### config.mk
export PLATFORM = sky130hd
export DESIGN_NAME = rx_deser_fifo
export DESIGN_NICKNAME = d
export VERILOG_FILES = /design/src/rtl/rx_deser_pkg.sv /design/src/rtl/rx_word_fifo.sv /design/src/rtl/rx_deser_fifo.sv
export SDC_FILE = /design/constraint.sdc
export NUM_CORES = 1
export LEC_CHECK = 0
export ABC_AREA = 1
export CORE_ASPECT_RATIO = 0.75
export CORE_MARGIN = 8
export CORE_UTILIZATION = 35
export DETAILED_ROUTE_END_ITERATION = 8
export GPL_TIMING_DRIVEN = 0
export PLACE_DENSITY = 0.61
export SYNTH_ARGS = -nofsm -noshare
export SYNTH_HDL_FRONTEND = slang
export SYNTH_SLANG_ARGS = --single-unit
export TNS_END_PERCENT = 20
### constraint.sdc
create_clock -name clk -period 2.9 [get_ports clk]
set_clock_uncertainty 0.1 [all_clocks]
set_input_delay 0.58 -clock clk [delete_from_list [all_inputs] [get_ports clk]]
set_output_delay 0.58 -clock clk [all_outputs]
set_load 0.1 [all_outputs]
### src/rtl/rx_deser_pkg.sv
// Shared types and width helpers for the serial receive deserializer.
package rx_deser_pkg;

  // Frame assembly FSM states.
  typedef enum logic [1:0] {
    IDLE  = 2'd0,
    SHIFT = 2'd1,
    GAP   = 2'd2
  } state_e;

  // Width of a bit-count field able to hold 0..data_width.
  function automatic int cnt_width(input int data_width);
    return $clog2(data_width + 1);
  endfunction

  // Width of an occupancy counter able to hold 0..depth.
  function automatic int lvl_width(input int depth);
    return $clog2(depth + 1);
  endfunction

endpackage

### src/rtl/rx_word_fifo.sv
// Registered word FIFO with a strobe that flags the newest entry as
// end-of-frame. The entry MSB is the "last" flag.
module rx_word_fifo #(
  parameter int WIDTH = 38,
  parameter int DEPTH = 4,
  parameter int LVL_W = $clog2(DEPTH + 1)
) (
  input  logic             clk,
  input  logic             reset,
  input  logic             push_i,
  input  logic [WIDTH-1:0] push_data_i,
  output logic             full_o,
  input  logic             pop_i,
  output logic             empty_o,
  output logic [WIDTH-1:0] head_o,
  output logic [LVL_W-1:0] level_o,
  input  logic             mark_last_i
);
  localparam int PTR_W = $clog2(DEPTH);

  logic [WIDTH-1:0] mem_q [DEPTH];
  logic [PTR_W-1:0] wr_ptr_q, rd_ptr_q;
  logic [LVL_W-1:0] cnt_q;
  logic             do_push, do_pop;

  assign empty_o = (cnt_q == '0);
  assign full_o  = (cnt_q == LVL_W'(DEPTH));
  assign do_pop  = pop_i && !empty_o;
  // A full FIFO still accepts a word when the head leaves in the same cycle.
  assign do_push = push_i && (!full_o || do_pop);
  assign level_o = cnt_q;
  // While empty, keep showing the entry that was popped last.
  assign head_o  = empty_o ? mem_q[rd_ptr_q - PTR_W'(1)] : mem_q[rd_ptr_q];

  // Storage, pointers and occupancy; retro-mark hits the newest entry.
  always_ff @(posedge clk or negedge reset) begin
    if (!reset) begin
      for (int i = 0; i < DEPTH; i++) mem_q[i] <= '0;
      wr_ptr_q <= '0;
      rd_ptr_q <= '0;
      cnt_q    <= '0;
    end else begin
      if (do_push) begin
        mem_q[wr_ptr_q] <= push_data_i;
        wr_ptr_q        <= wr_ptr_q + PTR_W'(1);
      end
      if (mark_last_i && !empty_o) mem_q[wr_ptr_q - PTR_W'(1)][WIDTH-1] <= 1'b1;
      if (do_pop) rd_ptr_q <= rd_ptr_q + PTR_W'(1);
      case ({do_push, do_pop})
        2'b10:   cnt_q <= cnt_q + LVL_W'(1);
        2'b01:   cnt_q <= cnt_q - LVL_W'(1);
        default: cnt_q <= cnt_q;
      endcase
    end
  end

endmodule

### src/rtl/rx_deser_fifo.sv
// Serial-to-parallel receiver: assembles qualified bits into words, ends a
// frame on an idle gap (flushing any partial tail), buffers words in a FIFO
// and raises a sticky end-of-frame interrupt.
module rx_deser_fifo
  import rx_deser_pkg::*;
#(
  parameter int DATA_WIDTH = 32,
  parameter int FIFO_DEPTH = 4,
  parameter int IDLE_GAP   = 8,
  parameter bit MSB_FIRST  = 1'b0,
  parameter int CNT_W      = cnt_width(DATA_WIDTH)
) (
  input  logic                                clk,
  input  logic                                reset,
  input  logic                                bit_valid,
  input  logic                                bit_in,
  output logic                                rd_valid,
  input  logic                                rd_ready,
  output logic [DATA_WIDTH-1:0]               rd_data,
  output logic [CNT_W-1:0]                    rd_bits,
  output logic                                rd_last,
  output logic [lvl_width(FIFO_DEPTH)-1:0]    fifo_level,
  input  logic                                irq_en,
  input  logic                                irq_clear,
  output logic                                rx_irq,
  output logic                                overflow,
  output logic                                frame_done
);
  localparam int GAP_W = $clog2(IDLE_GAP + 1);
  localparam int EW    = DATA_WIDTH + CNT_W + 1;

  state_e                state_q, state_d;
  logic [DATA_WIDTH-1:0] sr_q, sr_d, sr_cap;
  logic [CNT_W-1:0]      bit_cnt_q, bit_cnt_d;
  logic [GAP_W-1:0]      gap_q, gap_d, gap_inc;
  logic                  push, eof, mark, drop, pop, full, empty;
  logic                  last_ok_q, frame_done_q, rx_irq_q, overflow_q;
  logic [EW-1:0]         push_ent, head;

  // Word with the incoming bit folded in; a zero bit count starts a fresh word.
  always_comb begin
    sr_cap = (bit_cnt_q == '0) ? '0 : sr_q;
    if (MSB_FIRST) begin
      sr_cap = {sr_cap[DATA_WIDTH-2:0], bit_in};
    end else begin
      for (int k = 0; k < DATA_WIDTH; k++)
        if (bit_cnt_q == CNT_W'(k)) sr_cap[k] = bit_in;
    end
  end

  // Idle count this cycle would reach if the gap continues.
  assign gap_inc = (state_q == GAP) ? gap_q + GAP_W'(1) : GAP_W'(1);

  // Frame FSM next state: capture, full-word push, idle-gap end of frame.
  always_comb begin
    state_d   = state_q;
    sr_d      = sr_q;
    bit_cnt_d = bit_cnt_q;
    gap_d     = gap_q;
    push      = 1'b0;
    push_ent  = '0;
    eof       = 1'b0;
    mark      = 1'b0;
    case (state_q)
      IDLE: begin
        if (bit_valid) begin
          sr_d      = sr_cap;
          bit_cnt_d = CNT_W'(1);
          gap_d     = '0;
          state_d   = SHIFT;
        end
      end
      SHIFT, GAP: begin
        if (bit_valid) begin
          sr_d    = sr_cap;
          gap_d   = '0;
          state_d = SHIFT;
          if (bit_cnt_q == CNT_W'(DATA_WIDTH - 1)) begin
            push      = 1'b1;
            push_ent  = {1'b0, CNT_W'(DATA_WIDTH), sr_cap};
            bit_cnt_d = '0;
          end else begin
            bit_cnt_d = bit_cnt_q + CNT_W'(1);
          end
        end else if (gap_inc == GAP_W'(IDLE_GAP)) begin
          eof       = 1'b1;
          state_d   = IDLE;
          gap_d     = '0;
          bit_cnt_d = '0;
          sr_d      = '0;
          if (bit_cnt_q != '0) begin
            push     = 1'b1;
            push_ent = {1'b1, bit_cnt_q, sr_q};
          end else begin
            // Only tag the final full word if it actually made it into the FIFO.
            mark = last_ok_q;
          end
        end else begin
          state_d = GAP;
          gap_d   = gap_inc;
        end
      end
      default: state_d = IDLE;
    endcase
  end

  assign pop  = !empty && rd_ready;
  assign drop = push && full && !pop;

  rx_word_fifo #(
    .WIDTH (EW),
    .DEPTH (FIFO_DEPTH),
    .LVL_W (lvl_width(FIFO_DEPTH))
  ) u_fifo (
    .clk         (clk),
    .reset       (reset),
    .push_i      (push),
    .push_data_i (push_ent),
    .full_o      (full),
    .pop_i       (rd_ready),
    .empty_o     (empty),
    .head_o      (head),
    .level_o     (fifo_level),
    .mark_last_i (mark)
  );

  // FSM state and status flags; a new set beats a same-cycle clear.
  always_ff @(posedge clk or negedge reset) begin
    if (!reset) begin
      state_q      <= IDLE;
      sr_q         <= '0;
      bit_cnt_q    <= '0;
      gap_q        <= '0;
      last_ok_q    <= 1'b0;
      frame_done_q <= 1'b0;
      rx_irq_q     <= 1'b0;
      overflow_q   <= 1'b0;
    end else begin
      state_q      <= state_d;
      sr_q         <= sr_d;
      bit_cnt_q    <= bit_cnt_d;
      gap_q        <= gap_d;
      if (push) last_ok_q <= !drop;
      frame_done_q <= eof;
      if (eof && irq_en)  rx_irq_q <= 1'b1;
      else if (irq_clear) rx_irq_q <= 1'b0;
      if (drop)           overflow_q <= 1'b1;
      else if (irq_clear) overflow_q <= 1'b0;
    end
  end

  assign rd_valid                   = !empty;
  assign {rd_last, rd_bits, rd_data} = head;
  assign frame_done                 = frame_done_q;
  assign rx_irq                     = rx_irq_q;
  assign overflow                   = overflow_q;

endmodule

-- After elaboration in Yosys (flattened, before gate mapping)
Cells that the tools add are included.
- reductions and logical operators: 24
- equal/unequal tests: 39
- bitwise gates (word level): 5
- multiplexer cells: 86
- magnitude comparators: 6
- add/subtract/negate cells: 8
- operators by type and width (operator ; number):
    two-way mux 39 bit ; 11
    two-way mux 156 bit ; 2
    binary-select mux 39 bit (select 2 bit) ; 2
    bitwise mux 156 bit ; 1
    demux 39 bit (select 2 bit) ; 2
    bitwise OR 156 bit ; 1
    two-way mux 32 bit ; 4
    equality test 6 x 5 -> 1 bit, second input constant ; 16
    case mux 32 bit (2 select lines) ; 1
    equality test 6 x 4 -> 1 bit, second input constant ; 8
    two-way mux 1 bit ; 47
    two-way mux 38 bit ; 1
    equality test 6 x 3 -> 1 bit, second input constant ; 4
    two-way mux 6 bit ; 4
    two-way mux 4 bit ; 4
    equality test 6 x 2 -> 1 bit, second input constant ; 2
    >= comparator 3 bit, second input constant ; 4
    NOT 2 -> 3 bit ; 4
    case mux 6 bit (2 select lines) ; 1
    logical AND 1 bit ; 8
    case mux 4 bit (2 select lines) ; 1
    nonzero test 2 bit ; 4
    adder 6 x 1 -> 6 bit, second input constant ; 1
    equality test 6 x 1 -> 1 bit, second input constant ; 1
    24 further kinds ; 34
- input port bits: 7
- bits in registers: 211
- logic and storage cells: 183
- output and inout bits: 46

-- Logic depth before layout (Yosys ltp)
- word-level depth: 10
- depth in mapped cells: 16
- mapped depth without buffers: 15

-- By module
From an unflattened synthesis, not the netlist that was laid out.
- cells, all modules: 1839
- area total of the unflattened synthesis: 12688.4 µm²
- by module, submodules not included (module ; area an instance (µm²) ; seq. area each (µm²) ; cells each ; times used):
    rx_word_fifo ; 9384.0 ; 4078.9 ; 1330 ; 1
    rx_deser_fifo ; 3304.4 ; 1201.2 ; 509 ; 1

-- Worst setup path after synthesis
OpenSTA, ideal clock, no wires.
- path type: register to output
- start: register u_fifo.cnt_q[0] (netlist: u_fifo.level_o[0])
- end: output rd_bits[0]
- slack: -1.526 ns
- path buffers: 1
- cell stages (with the launch flop): 5
- arrival: 3.746 ns
- required time: 2.220 ns
- cell sequence: dfrtp_1 -> nor2_1 -> nand2_1 -> clkbuf_1 -> a32oi_1
- longest elaborated chain between the ends: 2
- ends and longest elaborated chain (what ; RTL line ; text):
    start: declaration ; rx_word_fifo.sv:23 ; logic [LVL_W-1:0] cnt_q;
    start signal: assignment ; rx_word_fifo.sv:50 ; 2'b10: cnt_q <= cnt_q + LVL_W'(1);
    start signal: assignment ; rx_word_fifo.sv:51 ; 2'b01: cnt_q <= cnt_q - LVL_W'(1);
    start signal: assignment ; rx_word_fifo.sv:52 ; default: cnt_q <= cnt_q;
    logical NOT 3 bit ; rx_word_fifo.sv:26 ; assign empty_o = (cnt_q == '0);
    two-way mux 39 bit ; rx_word_fifo.sv:33 ; assign head_o = empty_o ? mem_q[rd_ptr_q - PTR_W'(1)] : mem_q[rd_ptr_q];
    end: declaration ; rx_deser_fifo.sv:20 ; output logic [CNT_W-1:0] rd_bits,
No other way between the ends.

-- Final worst setup path
- start: register u_fifo.rd_ptr_q[0]
- end: output rd_last
- longest elaborated chain between the ends: 6
- elaborated cells on any way between the ends: 10
- classes of those cells: 1 x add/sub; 7 x mux; 2 x bitwise
- ends and longest elaborated chain (what ; RTL line ; text):
    start: declaration ; rx_word_fifo.sv:22 ; logic [PTR_W-1:0] wr_ptr_q, rd_ptr_q;
    start signal: assignment ; rx_word_fifo.sv:48 ; if (do_pop) rd_ptr_q <= rd_ptr_q + PTR_W'(1);
    subtractor 2 x 1 -> 2 bit ; rx_word_fifo.sv:33 ;
    NOT 2 -> 3 bit (not written as such) ; rx_word_fifo.sv:33 ;
    binary-select mux 39 bit (select 2 bit) ; rx_word_fifo.sv:33 ;
    two-way mux 39 bit (not written as such) (2 in a row) ; rx_word_fifo.sv:33 ;
    two-way mux 39 bit (*) ; rx_word_fifo.sv:33 ;
    end: declaration ; rx_deser_fifo.sv:21 ; output logic rd_last,
Mark *: on every way between the ends. The rest lies on a longest branch, timed or not. The select of a mux whose other input is x is not followed.

==> impl_metrics.json <==
{
  "hp-class": "in -> reg",
  "switching_power_mw": 11.2,
  "failed_checks": "setup timing",
  "die_w_um": 235,
  "cts_made_buffers": 26,
  "ff2ff_path_depth": 10,
  "tightest_slew_ps": 995,
  "synthesis.area_um2": 12600,
  "num-nets-final": 1889,
  "cts_root_buffer": "clkbuf_16",
  "slew_violations": 0,
  "routabilityCongestion": 0.918,
  "synth-seq-cells": 211,
  "maxCapViolCount": 0,
  "timing.setup.tns_ps": -63.6,
  "grt.overflow.total": 0,
  "drc": 0,
  "ys_types": 42,
  "leakage_nw": 7.71,
  "fin_crit_ps": 2930,
  "fp.dieH_um": 180,
  "grt_pass1_wl_um": 77800,
  "clockBufferDepth": 3,
  "dr_total_vias": 13400,
  "htree_levels": 1,
  "worstPathArrival_ps": 2250,
  "criticalPathCategory": "reg -> out",
  "grt_pass1_vias": 12700,
  "fin_area_um2": 16300,
  "clock_sinks": 211,
  "clkTransAtPathRegs_ps": 60,
  "drt_pass1_iterations": 6,
  "drtAntennaViolNets": 0,
  "dieArea_um2": 42400,
  "combPwrFrac": 0.672,
  "placedCellCount": 2284,
  "ir_worst_vdd_v": 0.00183,
  "ioPinCount": 53,
  "hold_viol": 0,
  "antenna_found_initial": 0,
  "seq_area_frac_synth": 0.419,
  "min_period_over_period": 1.01,
  "core_area_um2": 35700,
  "insertion_delay_ps": 570,
  "switching_share": 0.539,
  "wl_um": 50500,
  "end_kind": "primary output",
  "rows": 60,
  "p_int_mw": 9.55,
  "finalWorstSetupSlack_ps": -34.6,
  "relSlewSlack": 0.334,
  "critPathMaxFanout": 10,
  "final_cell_mix": "nand2_1 (737), dfrtp_1 (206), nor2_1 (150), o21ai_0 (122), nand3_1 (72)",
  "p_clk_frac": 0.167,
  "drive_gt1_frac": 0.175,
  "ys.warnings.count": 0,
  "antenna_cells": 0,
  "dp_hpwl_um": 34700,
  "status": "complete, but fails checks",
  "syn_area_per_cell_um2": 7.13,
  "power.share.sequential": 0.161,
  "drt-initial-drc-count": 1961,
  "synthCells": 1766,
  "placed_area_um2": 14300,
  "track_usage": 0.232,
  "post-route-util": 0.457,
  "mappedNetlistNets": 1791,
  "fmax_mhz": 341,
  "grt_max_degree": 83,
  "wl_per_cell_um": 21.5,
  "viasPerCell": 5.71,
  "initial_core_util": 0.353,
  "instances_no_fill": 2349,
  "min_path_cells": 3,
  "finalSetupViolCount": 3,
  "rsz0062_at_grt": "true",
  "critPathLaunchType": "flip-flop",
  "cts_tree": "done",
  "required_ps": 2220,
  "area_growth_pct": 29.4,
  "final_common_cell": "nand2_1",
  "io_buffers": 51,
  "power_density_nw_per_um2": 1270
}
==> power groups by stage <==
stage / Sequential, mW / Clock (mW) / Combinational [mW]
floorplan: 3.45 / 0 / 8.36
global placement: 3.34 / 0 / 11.6
detailed placement: 3.35 / 0 / 11.7
CTS: 3.32 / 3.50 / 13.2
global route: 3.36 / 3.60 / 14.4
finish: 3.34 / 3.46 / 13.9
==> critical path, stage by stage (launching register included) <==
cell	delay, ps
dfrtp_2	450
inv_6	120
nor2_4	60
clkbuf_8	200
nor2_4	220
o211ai_1	170
a32oi_4	250
buf_12	210
==> cells by family (layout without fill, tap and decap cells) <==
| logic type | count (synthesis) | after routing | synth area share |
|---|---|---|---|
| xor+xnor | 7 | 7 | 0.00487 |
| compound gates | 332 | 332 | 0.157 |
| buf+inv | 183 | 301 | 0.0722 |
| simple gates | 1015 | 1015 | 0.328 |
| flops | 211 | 211 | 0.419 |
| fa+ha+maj | 18 | 18 | 0.0185 |
==> layout make-up <==
cell class,count,area [um2]
Multi-Input combinational cell,1372,7220
Clock buffer,38,797
Buffer,122,1010
Clock inverter,10,104
Inverter,60,241
Fill cell,3485,19400
Tap cell,465,582
Timing Repair Buffer,71,1050
Sequential cell,211,5290
==> synthesized netlist by cell type, drive strengths merged <==
master | instances | area (um2)
nor3 | 2 | 10.0
a221oi | 12 | 105
nand3b | 5 | 37.5
a32oi | 13 | 114
fa | 1 | 20.0
o22ai | 27 | 169
clkbuf | 69 | 260
buf | 54 | 424
ha | 17 | 213
inv | 58 | 218
xor2 | 5 | 43.8
nand3 | 79 | 433
a22oi | 6 | 45.0
o31ai | 29 | 218
o21ai | 157 | 808
xnor2 | 2 | 17.5
nand4 | 23 | 144
o211ai | 12 | 90.1
nand2 | 743 | 2810
o32ai | 1 | 8.76
dfrtp | 211 | 5280
a31oi | 21 | 131
nor2 | 163 | 694
a21oi | 54 | 285
clkinv | 2 | 7.51
==> stage by stage <==
stage	power, mW	setup slack [ps]	hold WS [ps]
3_3_place_gp	14.9	-9170	364
2_1_floorplan	11.8	-149	184
4_1_cts	20.0	-44.1	272
5_1_grt	21.4	-79.2	309
3_5_place_dp	15.0	-1320	366
6_report	20.7	-34.6	294
==> path summary, 6_finish.rpt <==
check                      slack, ps                 end          startpoint
max reg2reg                      130            sr_q[30]          state_q[1]
min reg2reg                      380            sr_q[19]            sr_q[19]
min in group asynchronous        440   u_fifo.level_o[0]               reset
min                              290        bit_cnt_q[1]           bit_valid
max                              -30             rd_last  u_fifo.rd_ptr_q[0]
max in group asynchronous       1070  u_fifo.rd_ptr_q[1]               reset
==> metal layers <==
| metal | up-vias | share of wire | track usage |
|---|---|---|---|
| li1 | 6024 | - | - |
| met1 | 6493 | 0.44 | 0.334 |
| met2 | 773 | 0.41 | 0.331 |
| met3 | 114 | 0.11 | 0.0530 |
| met4 | 0 | 0.036 | 0.0879 |
| met5 | - | 0 | 0 |
==> repair_timing <==
action,CTS,global route
pin swaps,5,13
endpoints found under the hold margin,55,0
resized for setup,454,116
hold buffers,1,0
endpoints found under the setup margin,43,104
buffers inserted,9,8
Power figures use the tool's default switching activity.
